### src/rtl/sparc_pc_npc_unit.sv
// rtl/sparc_pc_npc_unit.sv - SPARC fetch-stage PC/nPC sequencer with delayed control transfer
// Handles trap redirect, JMPL/CALL/Bicc targets, annulled delay slots, stall and boot.
module sparc_pc_npc_unit #(
  parameter int                ADDR_W      = 32,
  parameter logic [ADDR_W-1:0] RESET_PC    = '0,
  parameter int                INSTR_BYTES = 4,
  parameter bit                ANNUL_EN    = 1'b1
) (
  input  logic              clk,
  input  logic              clr,
  input  logic              LE,
  input  logic              trap_valid,
  input  logic [ADDR_W-1:0] trap_vec,
  input  logic              jmpl_valid,
  input  logic [ADDR_W-1:0] alu_target,
  input  logic              call_valid,
  input  logic              br_valid,
  input  logic              br_taken,
  input  logic              br_always,
  input  logic              br_annul,
  input  logic [ADDR_W-1:0] ta,
  output logic [ADDR_W-1:0] pc,
  output logic [ADDR_W-1:0] npc,
  output logic              pc_valid,
  output logic              annul_slot,
  output logic              misalign
);

  localparam logic [ADDR_W-1:0] STEP       = ADDR_W'(INSTR_BYTES);
  localparam logic [ADDR_W-1:0] ALIGN_MASK = STEP - 1'b1;

  typedef enum logic [1:0] {BOOT, RUN, ANNUL} state_t;

  state_t            state, state_nxt;
  logic [ADDR_W-1:0] pc_q, npc_q, pc_nxt, npc_nxt;
  logic              misalign_q, misalign_nxt;
  logic [ADDR_W-1:0] seq_npc;
  logic              br_take, annul_br;

  assign seq_npc  = npc_q + STEP;
  assign br_take  = br_valid & (br_taken | br_always);
  // Slot squashed when a=1 and the branch is either BA or not taken.
  assign annul_br = ANNUL_EN & br_valid & br_annul & (br_always | ~br_taken);

  function automatic logic is_misaligned(input logic [ADDR_W-1:0] addr);
    return (addr & ALIGN_MASK) != '0;
  endfunction

  always_comb begin
    state_nxt    = state;
    pc_nxt       = pc_q;
    npc_nxt      = npc_q;
    misalign_nxt = 1'b0;
    if (LE) begin
      case (state)
        BOOT: state_nxt = RUN;
        RUN: begin
          if (trap_valid) begin
            if (is_misaligned(trap_vec)) begin
              misalign_nxt = 1'b1;
            end else begin
              pc_nxt  = trap_vec;
              npc_nxt = trap_vec + STEP;
            end
          end else if (jmpl_valid) begin
            if (is_misaligned(alu_target)) begin
              misalign_nxt = 1'b1;
            end else begin
              pc_nxt  = npc_q;
              npc_nxt = alu_target;
            end
          end else if (call_valid || br_take) begin
            if (is_misaligned(ta)) begin
              misalign_nxt = 1'b1;
            end else begin
              pc_nxt    = npc_q;
              npc_nxt   = ta;
              state_nxt = (!call_valid && annul_br) ? ANNUL : RUN;
            end
          end else begin
            pc_nxt    = npc_q;
            npc_nxt   = seq_npc;
            state_nxt = annul_br ? ANNUL : RUN;
          end
        end
        ANNUL: begin
          // A squashed instruction may not redirect; only a trap can.
          if (trap_valid) begin
            if (is_misaligned(trap_vec)) begin
              misalign_nxt = 1'b1;
            end else begin
              pc_nxt    = trap_vec;
              npc_nxt   = trap_vec + STEP;
              state_nxt = RUN;
            end
          end else begin
            pc_nxt    = npc_q;
            npc_nxt   = seq_npc;
            state_nxt = RUN;
          end
        end
        default: state_nxt = BOOT;
      endcase
    end
  end

  always_ff @(posedge clk) begin
    if (!clr) begin
      state      <= BOOT;
      pc_q       <= RESET_PC;
      npc_q      <= RESET_PC + STEP;
      misalign_q <= 1'b0;
    end else begin
      state      <= state_nxt;
      pc_q       <= pc_nxt;
      npc_q      <= npc_nxt;
      misalign_q <= misalign_nxt;
    end
  end

  assign pc         = pc_q;
  assign npc        = npc_q;
  assign pc_valid   = (state != BOOT);
  assign annul_slot = (state == ANNUL);
  assign misalign   = misalign_q;

endmodule

### config.mk
export PLATFORM = sky130hd
export DESIGN_NAME = sparc_pc_npc_unit
export DESIGN_NICKNAME = d
export VERILOG_FILES = /design/src/rtl/sparc_pc_npc_unit.sv
export SDC_FILE = /design/constraint.sdc
export NUM_CORES = 1
export LEC_CHECK = 0
export BUFFER_PORTS_ARGS = -buffer_cell sky130_fd_sc_hd__buf_2
export CAP_MARGIN = 20
export CELL_PAD_IN_SITES_DETAIL_PLACEMENT = 0
export CELL_PAD_IN_SITES_GLOBAL_PLACEMENT = 2
export CORE_MARGIN = 2
export CORE_UTILIZATION = 30
export CTS_CLUSTER_DIAMETER = 60
export DETAILED_ROUTE_END_ITERATION = 7
export PLACE_DENSITY_LB_ADDON = 0.25
export SLEW_MARGIN = 20
export SYNTH_ARGS = -nofsm -noshare
export SYNTH_HDL_FRONTEND = slang
export SYNTH_SLANG_ARGS = --single-unit
### constraint.sdc
create_clock -name clk -period 7.85 [get_ports clk]
set_input_delay 2.355 -clock clk [delete_from_list [all_inputs] [get_ports clk]]
set_output_delay 2.355 -clock clk [all_outputs]
set_load 0.1 [all_outputs]
# After elaboration in Yosys (flattened, before gate mapping)
# Index checks and enable logic that the tools add are counted.
# totals
ram_bits	0
wordCells	65
latch_bits	0
reg_bits	67
mem_count	0
input_bits	106
mem_bits_ro	0
out_inout_bits	67
# op_classes
n_mux	33
addsub	2
div	0
n_eq_ne	8
n_reduce_logical	12
shift	0
bitwise	6
n_mul	0
order_cmp	0
# op_table
op	count
2-to-1 mux 32 bit	14
one-hot mux 32 bit (2 select lines)	2
nonzero test 32 bit	3
adder 32 x 3 -> 32 bit (second input constant)	2
2-to-1 mux 2 bit	8
2-to-1 mux 1 bit	7
!= test 3 bit (second input constant)	2
one-hot mux 2 bit (3 select lines)	1
!= test 5 bit (second input constant)	1
AND reduction 5 bit	1
!= test 2 bit (second input constant)	2
!= test 4 bit (second input constant)	1
AND reduction 4 bit	1
nonzero test 2 bit	2
bitwise AND 1 bit	3
== test 2 x 1 -> 1 bit (second input constant)	1
== test 2 bit (second input constant)	1
logical NOT 2 bit	1
bitwise OR 1 bit	2
one-hot mux 1 bit (2 select lines)	1
AND reduction 2 bit	1
logical AND 1 bit	1
logical NOT 1 bit	1
logical OR 1 bit	1
NOT 1 bit	1

# Depth between registers and ports, before layout
# Gate-level depths: netlist (run 1).
# depth
word_depth	10
mapped_depth	9

# Worst setup path after synthesis (run 1)
# Ideal clock, no wire load.
# synth_timing
kind	in2reg
from	in trap_vec[2]
to	reg npc_q[26], in the netlist npc[26]
t_arrival_ps	3938
cell_stages	7
setup_ps	137
n_path_buf	0
t_required_ps	7713
slack_ps	3775
path_cell_list	ha_1 nand4_1 nor4_2 nand4_1 xnor2_1 a2111oi_0 a211oi_1
# synth_between
elab_chain_len	4
word_cells_on_any_way	5
classes_between	add/sub (1); mux (4)
# synth_lines
element	line	rtl
start: declaration	13	input logic [ADDR_W-1:0] trap_vec,
adder 32 x 3 -> 32 bit *	63, 93	
2-to-1 mux 32 bit *	59, 89	
2-to-1 mux 32 bit (on tied branches)	88, 58	
one-hot mux 32 bit (2 select lines) *	55	case (state)
end signal: assignment	111	npc_q <= RESET_PC + STEP;
end signal: assignment	116	npc_q <= npc_nxt;
end: declaration	35	logic [ADDR_W-1:0] pc_q, npc_q, pc_nxt, npc_nxt;
# Mark *: on every way between the ends. The rest lies on a longest branch, timed or not.
# A chain may end at the register's enable or synchronous reset.

# Worst setup path after layout (run 1)
# layout_timing
from	in trap_valid
to	reg npc_q[1], in the netlist npc[1]
# layout_between
elab_chain_len	2
word_cells_on_any_way	6
classes_between	eq/ne (2); mux (3); reduce/logical (1)
# layout_lines
element	line	rtl
start: declaration	12	input logic trap_valid,
!= test 5 bit (no source line) (tied with other cells)	-	
AND reduction 4 bit (no source line) or one-hot mux 32 bit (2 select lines) (tied branches)	-	
# Parallel ways exist; a longest one is shown, timed or not.

==> flow_metrics.py, run 1 <==
metrics = {
    "clock_tree": {
        "clock_path_buffers": 2,
        "cts_resized": 0,
        "holdBufCountCts": 0,
        "clk_latency_ns": 0.35,
        "tritoncts": "built",
        "clk_pin_slew_worst_paths_ns": 0.06,
        "cts_setup_buffers": 0,
        "htreeDepth": 3,
        "clkSinkCount": 67,
        "cts_root_buf": "clkbuf_16",
        "numCtsBuffers": 9,
    },
    "floorplan": {
        "num_rows": 48,
        "die_width_um": 137,
        "start_util": 0.306,
        "die-area_um2": 18700,
        "die_y_um": 137,
        "pin_count": 173,
        "placeableCoreArea_um2": 17300,
    },
    "timing": {
        "fin_crit_sh": 0.639,
        "drv_slew": 0,
        "worst_pin_slew_ns": 1.09,
        "tns_ns": 0,
        "skew_ns": 0.00830,
        "finalHoldViolations": 0,
        "clock.fmax_ghz": 0.199,
        "finalSetupViolCount": 0,
        "layout_setup_ws_ns": 2.84,
        "period_minus_slack_ns": 5.01,
        "relSlewSlack": 0.275,
        "rsz0062_at_grt": "false",
    },
    "global_routing": {
        "track_usage": 0.238,
        "grt_overflow": 0,
        "grt_pass1_wl_um": 33700,
        "grt_max_degree": 49,
        "first_global_vias": 5904,
        "antenna_found_initial": 0,
    },
    "yosys": {
        "synth.area.top_cells": "dfxtp_1 (25%), mux2i_1 (7.0%), o21ai_0 (6.3%), a211oi_1 (5.5%), nand2_1 (5.0%)",
        "avgSynthCellArea_um2": 7.35,
        "yosys.cell_types.count": 69,
        "synth_top_area_share": 0.253,
        "yosysMostFrequentCell": "nand2_1",
        "yosys-top-cells-count": "nand2_1 (70), dfxtp_1 (67), o21ai_0 (67), nor2_1 (66), a21oi_1 (43)",
        "synth_edf_count": 0,
        "synth_top_flop_cell": "dfxtp_1",
        "syn-num-nets": 833,
        "synth_seq_area_share": 0.253,
        "yosysTopAreaCell": "dfxtp_1",
        "syn-cell-area_um2": 5300,
        "ys_async_sr_fraction": 0,
        "yosysWarnings": 0,
        "ys_ff_latch": 67,
        "syn_inst": 721,
    },
    "setup_path": {
        "cp_data_arrival_time_ns": 5.23,
        "crit_start": "trap_valid",
        "cp-start-kind": "primary input",
        "cp_slowest_stage_delay_ns": 0.66,
        "slowest_stage": "nor3_4",
        "crit_fanout": 31,
        "path_delay_family": "buffers and inverters",
        "crit_chain": "buf_2 > clkinv_1 > a41o_1 > nor3_4 > buf_4 > nand2_1 > a22oi_1 > nor2_1",
        "r2r-start": "state[1]",
        "worstSetupPathType": "primary input to flop",
        "worstSetupEndpointType": "flop",
        "cp.required_ns": 8.07,
        "path_buf_inv": 3,
    },
    "cells_and_area": {
        "fin_nets": 973,
        "diodes": 0,
        "nFillCells": 1882,
        "multi_input_area_um2": 3690,
        "drive_gt1_frac": 0.247,
        "final_cells": 1090,
        "seq_area_um2": 1340,
        "syn_to_final_growth_pct": 24.5,
        "fin_area_um2": 6600,
    },
    "run_status": {
        "status": "completed",
    },
    "detailed_routing": {
        "wirelength_um": 22200,
        "post_drt_wl_per_cell_um": 20.4,
        "drt-initial-drc-count": 476,
        "viasPerCell": 5.67,
        "vias": 6176,
        "drcViolationCount": 0,
        "drt-pass1-iter-count": 7,
        "ant_nets": 0,
    },
    "placed_design": {
        "post-place-cells": 1075,
        "hpwl_um": 16200,
        "dpl_cell_area_um2": 6310,
        "post-place-ws_ns": 2.38,
        "io_buffers": 172,
        "gp_congestion": 0.854,
    },
    "worst_hold_path": {
        "min_path_type": "flop to flop",
        "min-delay-start": "pc[24]",
    },
    "power_and_ir_drop": {
        "ir_drop_mv": 0.105,
        "power.leakage_nw": 2.63,
        "powerDensity_nw_per_um2": 167,
        "p_total_mw": 1.10,
    },
    "job": {
        "cap_violations": 0,
    },
}
[stage by stage]
step / util / hold slack (ns)
3_5_place_dp: 0.365 / 0.489
3_3_place_gp: 0.365 / 0.484
4_1_cts: 0.381 / 0.496
2_1_floorplan: - / 0.514
5_1_grt: 0.381 / 0.512
6_report: 0.381 / 0.494
[worst paths after layout]
| check | end | slack (ns) | cells after the start |
|---|---|---|---|
| worst max-delay path | npc[1] | 2.84 | 8 |
| worst min register to register | pc[24] | 0.49 | 2 |
| worst min-delay path | pc[24] | 0.49 | 2 |
| worst max register to register | npc[1] | 5.08 | 9 |
[where the power goes]
part	switching, mW	leakage, nW	internal (mW)
clock	0.164	0.141	0.237
sequential	0.0180	0.544	0.356
combinational	0.238	1.94	0.0850
total	0.421	2.63	0.678
[worst min-delay path: stages, from the launching register on]
cell	delay, ns
dfxtp_1	0.30
nor2_1	0.09
a211oi_1	0.05
[cells in the final DEF (no fill, tap or decap), types with 8 or more instances in the layout]
cell type  instances
a211oi_1          39
a21oi_1           43
a22oi_1            8
a31oi_1           10
buf_2            172
buf_4             11
clkbuf_16          9
dfxtp_1           67
inv_1             15
mux2i_1           37
nand2_1           70
nand2b_1           9
nand3_1           27
nand4_1           18
nor2_1            65
nor2b_1           10
nor3_1            19
o21ai_0           67
xnor2_1           30
xor2_1            12
[registers in the layout (all words and copies together) (netlist names)]
| signal | flops |
|---|---|
| pc | 32 |
| npc | 32 |
| state | 2 |
| misalign | 1 |
[per-layer routing]
| metal | track usage | vias up | wire length (µm) |
|---|---|---|---|
| li1 | - | 2964 | - |
| met1 | 0.342 | 2956 | 10400 |
| met2 | 0.363 | 229 | 9970 |
| met3 | 0.0330 | 27 | 1480 |
| met4 | 0.0802 | 0 | 385 |
| met5 | 0 | - | 0 |
[area by class of cell]
class	count	share of cell area
timing repair buffer	183	0.143
tap	225	0.0427
clock inverter	2	0.00152
inverter	16	0.00910
multi-input combinational	584	0.559
clock buffer	13	0.0410
sequential	67	0.203
[logic make-up (layout without fill, tap and decap cells)]
logic type | count (synthesis) | in the layout | synth area share
simple gates | 272 | 272 | 0.262
compound gates | 227 | 227 | 0.277
buf+inv | 70 | 214 | 0.0538
flops | 67 | 67 | 0.253
xor+xnor | 42 | 42 | 0.0694
mux | 37 | 37 | 0.0699
fa+ha+maj | 6 | 6 | 0.0142
Power figures use the tool's default switching activity.
==> inputs of run 2 (changes only) <==
--- a/config.mk
+++ b/config.mk
@@ -10,7 +10,7 @@
 export CELL_PAD_IN_SITES_DETAIL_PLACEMENT = 0
 export CELL_PAD_IN_SITES_GLOBAL_PLACEMENT = 2
 export CORE_MARGIN = 2
-export CORE_UTILIZATION = 30
+export CORE_UTILIZATION = 25
 export CTS_CLUSTER_DIAMETER = 60
 export DETAILED_ROUTE_END_ITERATION = 7
 export PLACE_DENSITY_LB_ADDON = 0.25
==> constraint.sdc (replaced) <==
create_clock -name clk -period 4.04 [get_ports clk]
set_input_delay 1.212 -clock clk [delete_from_list [all_inputs] [get_ports clk]]
set_output_delay 1.212 -clock clk [all_outputs]
set_load 0.1 [all_outputs]
==> run 2 against run 1 <==
Register-to-register slack worse by 3.6 ns. Hold slack worse by 0.0024 ns. First-iteration DRC count is 4.8% lower. Sequential cell count stayed put. Global-route usage is 2.3 points lower. Total power is 94% higher. Cell count is 6.3% higher. Critical endpoint is now npc[26]. Sequential power is 94% higher. Combinational power is 100% higher. Wire length is 6.4% higher.
==> flow_metrics.py, run 2 (synthesis results as in run 1) <==
metrics = {
    "run_status": {
        "status": "completed",
    },
    "global_routing": {
        "met2_usage": 0.330,
        "use_met3": 0.0296,
        "antenna_found_initial": 1,
        "use_met1": 0.312,
        "busiest_layer": "met2",
        "grt_pass1_wl_um": 36400,
        "first_global_vias": 6002,
        "track_usage": 0.214,
        "grt_max_degree": 38,
        "grt_overflow": 0,
    },
    "power_and_ir_drop": {
        "ir_drop_mv": 0.149,
        "pwr-share-clk": 0.357,
        "power_switching_share": 0.388,
        "combPwrFrac": 0.302,
        "p_int_mw": 1.31,
        "p_total_mw": 2.13,
        "power.leakage_nw": 2.72,
        "switching_power_mw": 0.827,
        "power_frac_seq": 0.341,
        "powerDensity_nw_per_um2": 314,
    },
    "placed_design": {
        "gp_congestion": 0.831,
        "io_buffers": 172,
        "post-place-cells": 1144,
        "hpwl_um": 17800,
        "dpl_cell_area_um2": 6520,
    },
    "detailed_routing": {
        "vias": 6118,
        "drt-initial-drc-count": 453,
        "wirelength_um": 23700,
        "drt-pass1-iter-count": 5,
        "drcViolationCount": 0,
        "post_drt_wl_per_cell_um": 20.4,
        "ant_nets": 0,
        "viasPerCell": 5.28,
    },
    "timing": {
        "clock.fmax_ghz": 0.331,
        "finalSetupViolCount": 0,
        "rsz0062_at_grt": "false",
        "worst_pin_slew_ns": 0.820,
        "tns_ns": 0,
        "finalHoldViolations": 0,
        "period_minus_slack_ns": 3.02,
        "skew_ns": 0.00887,
        "fin_crit_sh": 0.747,
        "drv_slew": 0,
        "relSlewSlack": 0.448,
    },
    "cells_and_area": {
        "final_common_cell": "buf_2",
        "fin_area_um2": 6790,
        "syn_to_final_growth_pct": 28.1,
        "final_cells": 1159,
        "layout_common_cells": "buf_2 (172), nand2_1 (70), o21ai_0 (67), dfxtp_1 (67), nor2_1 (65)",
        "drive_gt1_frac": 0.263,
        "fin_nets": 992,
    },
    "clock_tree": {
        "htreeDepth": 3,
        "cts_resized": 0,
        "clk_latency_ns": 0.35,
        "numCtsBuffers": 9,
        "tritoncts": "built",
        "clk_pin_slew_worst_paths_ns": 0.06,
        "clkSinkCount": 67,
        "cts_root_buf": "clkbuf_16",
        "cts_setup_buffers": 0,
        "holdBufCountCts": 0,
        "clock_path_buffers": 2,
    },
    "floorplan": {
        "die_y_um": 150,
        "num_rows": 53,
        "die-area_um2": 22400,
        "die_width_um": 150,
        "pin_count": 173,
        "start_util": 0.254,
        "placeableCoreArea_um2": 20900,
    },
    "setup_path": {
        "cp.required_ns": 4.26,
        "worstSetupPathType": "primary input to flop",
        "r2r_setup_slack_ns": 1.44,
        "crit_fanout": 6,
        "worstSetupEndpointType": "flop",
        "cp-start-kind": "primary input",
        "cp_data_arrival_time_ns": 3.24,
    },
    "job": {
        "cap_violations": 0,
    },
    "worst_hold_path": {
        "min_path_type": "flop to flop",
    },
}
==> run 2: changes by cell type in the layout (fill, tap and decap cells not counted) <==
cell / before / now
nor3_1: 19 / 20
clkinv_2: 2 / 3
clkbuf_8: 3 / 2
nor3_2: 2 / 1
clkbuf_1: 1 / 0
diode_2: 0 / 1
buf_4: 11 / 30
==> run 2: per-layer routing <==
layer | wire, µm | part of all wire | vias up
li1 | - | - | 3006
met1 | 11400 | 0.48 | 2848
met5 | 0 | 0 | -
met3 | 1490 | 0.063 | 20
met2 | 10500 | 0.44 | 244
met4 | 313 | 0.013 | 0
==> run 2: worst max-delay path, cell delays in order <==
cell and delay (ns):
buf_2 0.14, ha_1 0.24, nand4_1 0.30, nor4_2 0.35, buf_4 0.20, nand4_1 0.12, xnor2_1 0.18, a2111oi_0 0.40
a211oi_1 0.09
==> run 2: metrics by stage <==
step / hold slack, ns / utilization / setup WS (ns)
final: 0.492 / 0.325 / 1.02
after global routing: 0.514 / 0.325 / 0.859
after CTS: 0.497 / 0.325 / 1.05
after detailed placement: 0.489 / 0.312 / 0.684
after global placement: 0.487 / 0.312 / 0.750
after floorplan: 0.514 / - / 1.11
==> run 2: path summary, 6_finish.rpt <==
kind / startpoint / endpoint / depth (start not counted)
setup reg to reg: npc[2] / npc[18] / 7
hold / removal: pc[10] / pc[10] / 2
setup / recovery: trap_vec[2] / npc[26] / 9
hold reg to reg: pc[10] / pc[10] / 2
==> run 2: cell type report <==
type,count,area [µm²]
Timing Repair Buffer,202,1090
Inverter,16,60.1
Fill cell,2340,14100
Multi-Input combinational cell,584,3680
Antenna cell,1,2.50
Clock inverter,3,15.0
Clock buffer,11,253
Tap cell,275,344
Sequential cell,67,1340
==> run 2: power groups by stage <==
| stage | combinational [mW] | sequential [mW] | clock [mW] |
|---|---|---|---|
| after CTS | 0.645 | 0.727 | 0.779 |
| after floorplan | 0.242 | 0.939 | 0 |
| after global routing | 0.689 | 0.732 | 0.808 |
| final | 0.645 | 0.726 | 0.762 |
| after detailed placement | 0.643 | 0.741 | 0 |
| after global placement | 0.645 | 0.741 | 0 |
==> inputs of run 3 (changes only) <==
--- a/config.mk
+++ b/config.mk
@@ -5,12 +5,13 @@
 export SDC_FILE = /design/constraint.sdc
 export NUM_CORES = 1
 export LEC_CHECK = 0
+export ABC_AREA = 1
 export BUFFER_PORTS_ARGS = -buffer_cell sky130_fd_sc_hd__buf_2
 export CAP_MARGIN = 20
 export CELL_PAD_IN_SITES_DETAIL_PLACEMENT = 0
 export CELL_PAD_IN_SITES_GLOBAL_PLACEMENT = 2
 export CORE_MARGIN = 2
-export CORE_UTILIZATION = 25
+export CORE_UTILIZATION = 26
 export CTS_CLUSTER_DIAMETER = 60
 export DETAILED_ROUTE_END_ITERATION = 7
 export PLACE_DENSITY_LB_ADDON = 0.25
==> constraint.sdc (replaced) <==
create_clock -name clk -period 2.9 [get_ports clk]
set_input_delay 0.87 -clock clk [delete_from_list [all_inputs] [get_ports clk]]
set_output_delay 0.87 -clock clk [all_outputs]
set_load 0.1 [all_outputs]
==> run 3 against run 2 <==
Area after synthesis is 5.3% higher. Cell count is 21% higher. Die area is 1.2% higher. Clock-buffer cell count is 2 higher. Highest routed layer unchanged. Sequential share of layout area is 0.79 points lower. Largest power group is now combinational logic. Total power is 78% higher. Sequential cell count stayed put. Hold slack worse by 0.0015 ns. First-iteration DRC count is 5.5% higher.
==> flow_metrics.py, run 3 <==
metrics = {
    "cells_and_area": {
        "layout_common_cells": "nand2_1 (294), buf_2 (172), nor2_1 (106)",
        "fin_nets": 1233,
        "final_common_cell": "nand2_1",
        "drive_gt1_frac": 0.215,
        "nFillCells": 2382,
        "syn_to_final_growth_pct": 26.8,
        "seq_area_um2": 1340,
        "diodes": 0,
        "multi_input_area_um2": 3750,
    },
    "detailed_routing": {
        "wl_met3_um": 1470,
        "ant_nets": 0,
        "drt-met1-wl_um": 12800,
        "viasPerCell": 4.90,
        "top_layer": "met4",
        "drt-initial-drc-count": 478,
        "wirelength_um": 25200,
        "drcViolationCount": 0,
        "dr_wl_met2_um": 10400,
        "drt-pass1-iter-count": 5,
        "post_drt_wl_per_cell_um": 18.0,
        "vias": 6865,
    },
    "clock_tree": {
        "cts_root_buf": "clkbuf_16",
        "clock_path_buffers": 2,
        "clk_latency_ns": 0.35,
        "holdBufCountCts": 0,
        "htreeDepth": 3,
        "tritoncts": "built",
        "cts_resized": 0,
        "clkSinkCount": 67,
        "numCtsBuffers": 9,
        "cts_setup_buffers": 0,
        "clk_pin_slew_worst_paths_ns": 0.06,
    },
    "setup_path": {
        "r2r-end": "npc[24]",
        "r2r-start": "npc[3]",
        "cp.required_ns": 2.03,
        "path_delay_family": "buffers and inverters",
        "crit_start": "state[0]",
        "slowest_stage": "buf_2",
        "path_buf_inv": 3,
        "reg2reg_depth": 11,
        "crit_fanout": 3,
        "r2r_setup_slack_ns": 0.66,
        "worstSetupPathType": "flop to output pin",
        "cp_slowest_stage_delay_ns": 0.42,
        "cp-start-kind": "flop",
        "crit_chain": "inv_1 > ha_1 > inv_1 > buf_2",
        "worstSetupEndpointType": "output pin",
        "cpMostUsedCell": "inv_1",
        "cp_data_arrival_time_ns": 1.49,
    },
    "global_routing": {
        "grt_max_degree": 65,
        "grt_pass1_wl_um": 37900,
        "grt_overflow": 0,
        "antenna_found_initial": 0,
        "track_usage": 0.223,
        "first_global_vias": 6441,
    },
    "run_status": {
        "status": "completed",
    },
    "floorplan": {
        "die_width_um": 150,
        "die-area_um2": 22600,
        "die_y_um": 150,
        "start_util": 0.265,
        "placeableCoreArea_um2": 21000,
        "num_rows": 53,
        "pin_count": 173,
    },
    "power_and_ir_drop": {
        "power.leakage_nw": 3.13,
        "ir_drop_mv": 0.299,
        "p_total_mw": 3.79,
        "powerDensity_nw_per_um2": 536,
    },
    "placed_design": {
        "post-place-ws_ns": 0.284,
        "io_buffers": 172,
        "gp_congestion": 0.879,
        "hpwl_um": 19900,
    },
    "yosys": {
        "yosysWarnings": 0,
        "ys_async_sr_fraction": 0,
        "synth_top_area_share": 0.241,
        "syn_inst": 961,
        "syn-cell-area_um2": 5580,
        "avgSynthCellArea_um2": 5.80,
        "synth.area.top_cells": "dfxtp_1 (24%), nand2_1 (20%), o21ai_0 (8.7%), a21oi_1 (7.7%), nor2_1 (7.1%)",
        "yosysTopAreaCell": "dfxtp_1",
        "syn-num-nets": 1073,
        "ys_ff_latch": 67,
        "synth_top_flop_cell": "dfxtp_1",
        "yosys-top-cells-count": "nand2_1 (294), nor2_1 (106), o21ai_0 (97), a21oi_1 (86), dfxtp_1 (67)",
        "yosys.cell_types.count": 50,
        "yosysMostFrequentCell": "nand2_1",
        "synth_edf_count": 0,
        "synth_seq_area_share": 0.241,
    },
    "worst_hold_path": {
        "hold_depth": 2,
        "min-delay-start": "pc[2]",
        "min_to": "pc[2]",
        "min_path_type": "flop to flop",
    },
    "timing": {
        "drv_slew": 0,
        "finalSetupViolCount": 0,
        "rsz0062_at_grt": "false",
        "layout_setup_ws_ns": 0.539,
        "relSlewSlack": 0.373,
        "period_minus_slack_ns": 2.36,
        "tns_ns": 0,
        "skew_ns": 0.00806,
        "worst_pin_slew_ns": 0.934,
        "fin_crit_sh": 0.814,
        "finalHoldViolations": 0,
        "clock.fmax_ghz": 0.424,
    },
    "job": {
        "cap_violations": 0,
    },
}
run 3: logic make-up (layout without fill, tap and decap cells):
family | after synthesis | in the layout | synth area share
xor gates and xnor gates | 16 | 16 | 0.0251
DFF | 67 | 67 | 0.241
AOI/OAI and AO/OA | 239 | 239 | 0.236
buffers and inverters | 117 | 281 | 0.0877
adders and majority gates | 6 | 6 | 0.0135
and+or+nand+nor | 516 | 516 | 0.397
run 3: worst max path at each step:
| stage | endpoint | depth (start not counted) |
|---|---|---|
| after floorplan | npc[17] | 11 |
| after global placement | npc[24] | 12 |
| after detailed placement | npc[24] | 12 |
| after CTS | pc_valid | 4 |
| after global routing | npc[24] | 11 |
| final | pc_valid | 4 |
run 3: cell type report:
cell class / count / area share
Sequential cell: 67 / 0.190
Inverter: 71 / 0.0377
Clock inverter: 2 / 0.00496
Tap cell: 275 / 0.0487
Timing Repair Buffer: 195 / 0.152
Clock buffer: 13 / 0.0368
Multi-Input combinational cell: 777 / 0.531
run 3: worst register-to-register path: stages (launching register included):
cell,delay [ns]
dfxtp_1,0.51
ha_1,0.29
nand3_1,0.11
nor2_2,0.22
nand3_2,0.16
nor2_2,0.22
nand2_1,0.11
o21bai_1,0.14
nand3_1,0.12
nand3_1,0.12
nand2_1,0.05
a21oi_1,0.12
run 3: through the flow:
step / hold slack, ns / instances / utilization / cell area, µm²
6_report: 0.490 / 1400 / 0.336 / 7070
5_1_grt: 0.510 / 1400 / 0.336 / 7070
4_1_cts: 0.485 / 1400 / 0.336 / 7070
3_5_place_dp: 0.475 / 1385 / 0.322 / 6770
3_3_place_gp: 0.472 / 1385 / 0.322 / 6770
2_1_floorplan: 0.490 / 961 / - / 5580
run 3: power breakdown:
| group | leakage [nW] | total (mW) | internal (mW) | switching [mW] |
|---|---|---|---|---|
| registers | 0.546 | 1.13 | 1.01 | 0.118 |
| clock network | 0.146 | 1.16 | 0.708 | 0.450 |
| logic | 2.44 | 1.50 | 0.331 | 1.17 |
| total | 3.13 | 3.79 | 2.05 | 1.74 |
run 3: layer usage:
layer	vias to the layer above	GRT usage
met4	0	0.0689
met1	3090	0.335
met3	24	0.0312
met2	221	0.327
li1	3530	-
met5	-	0
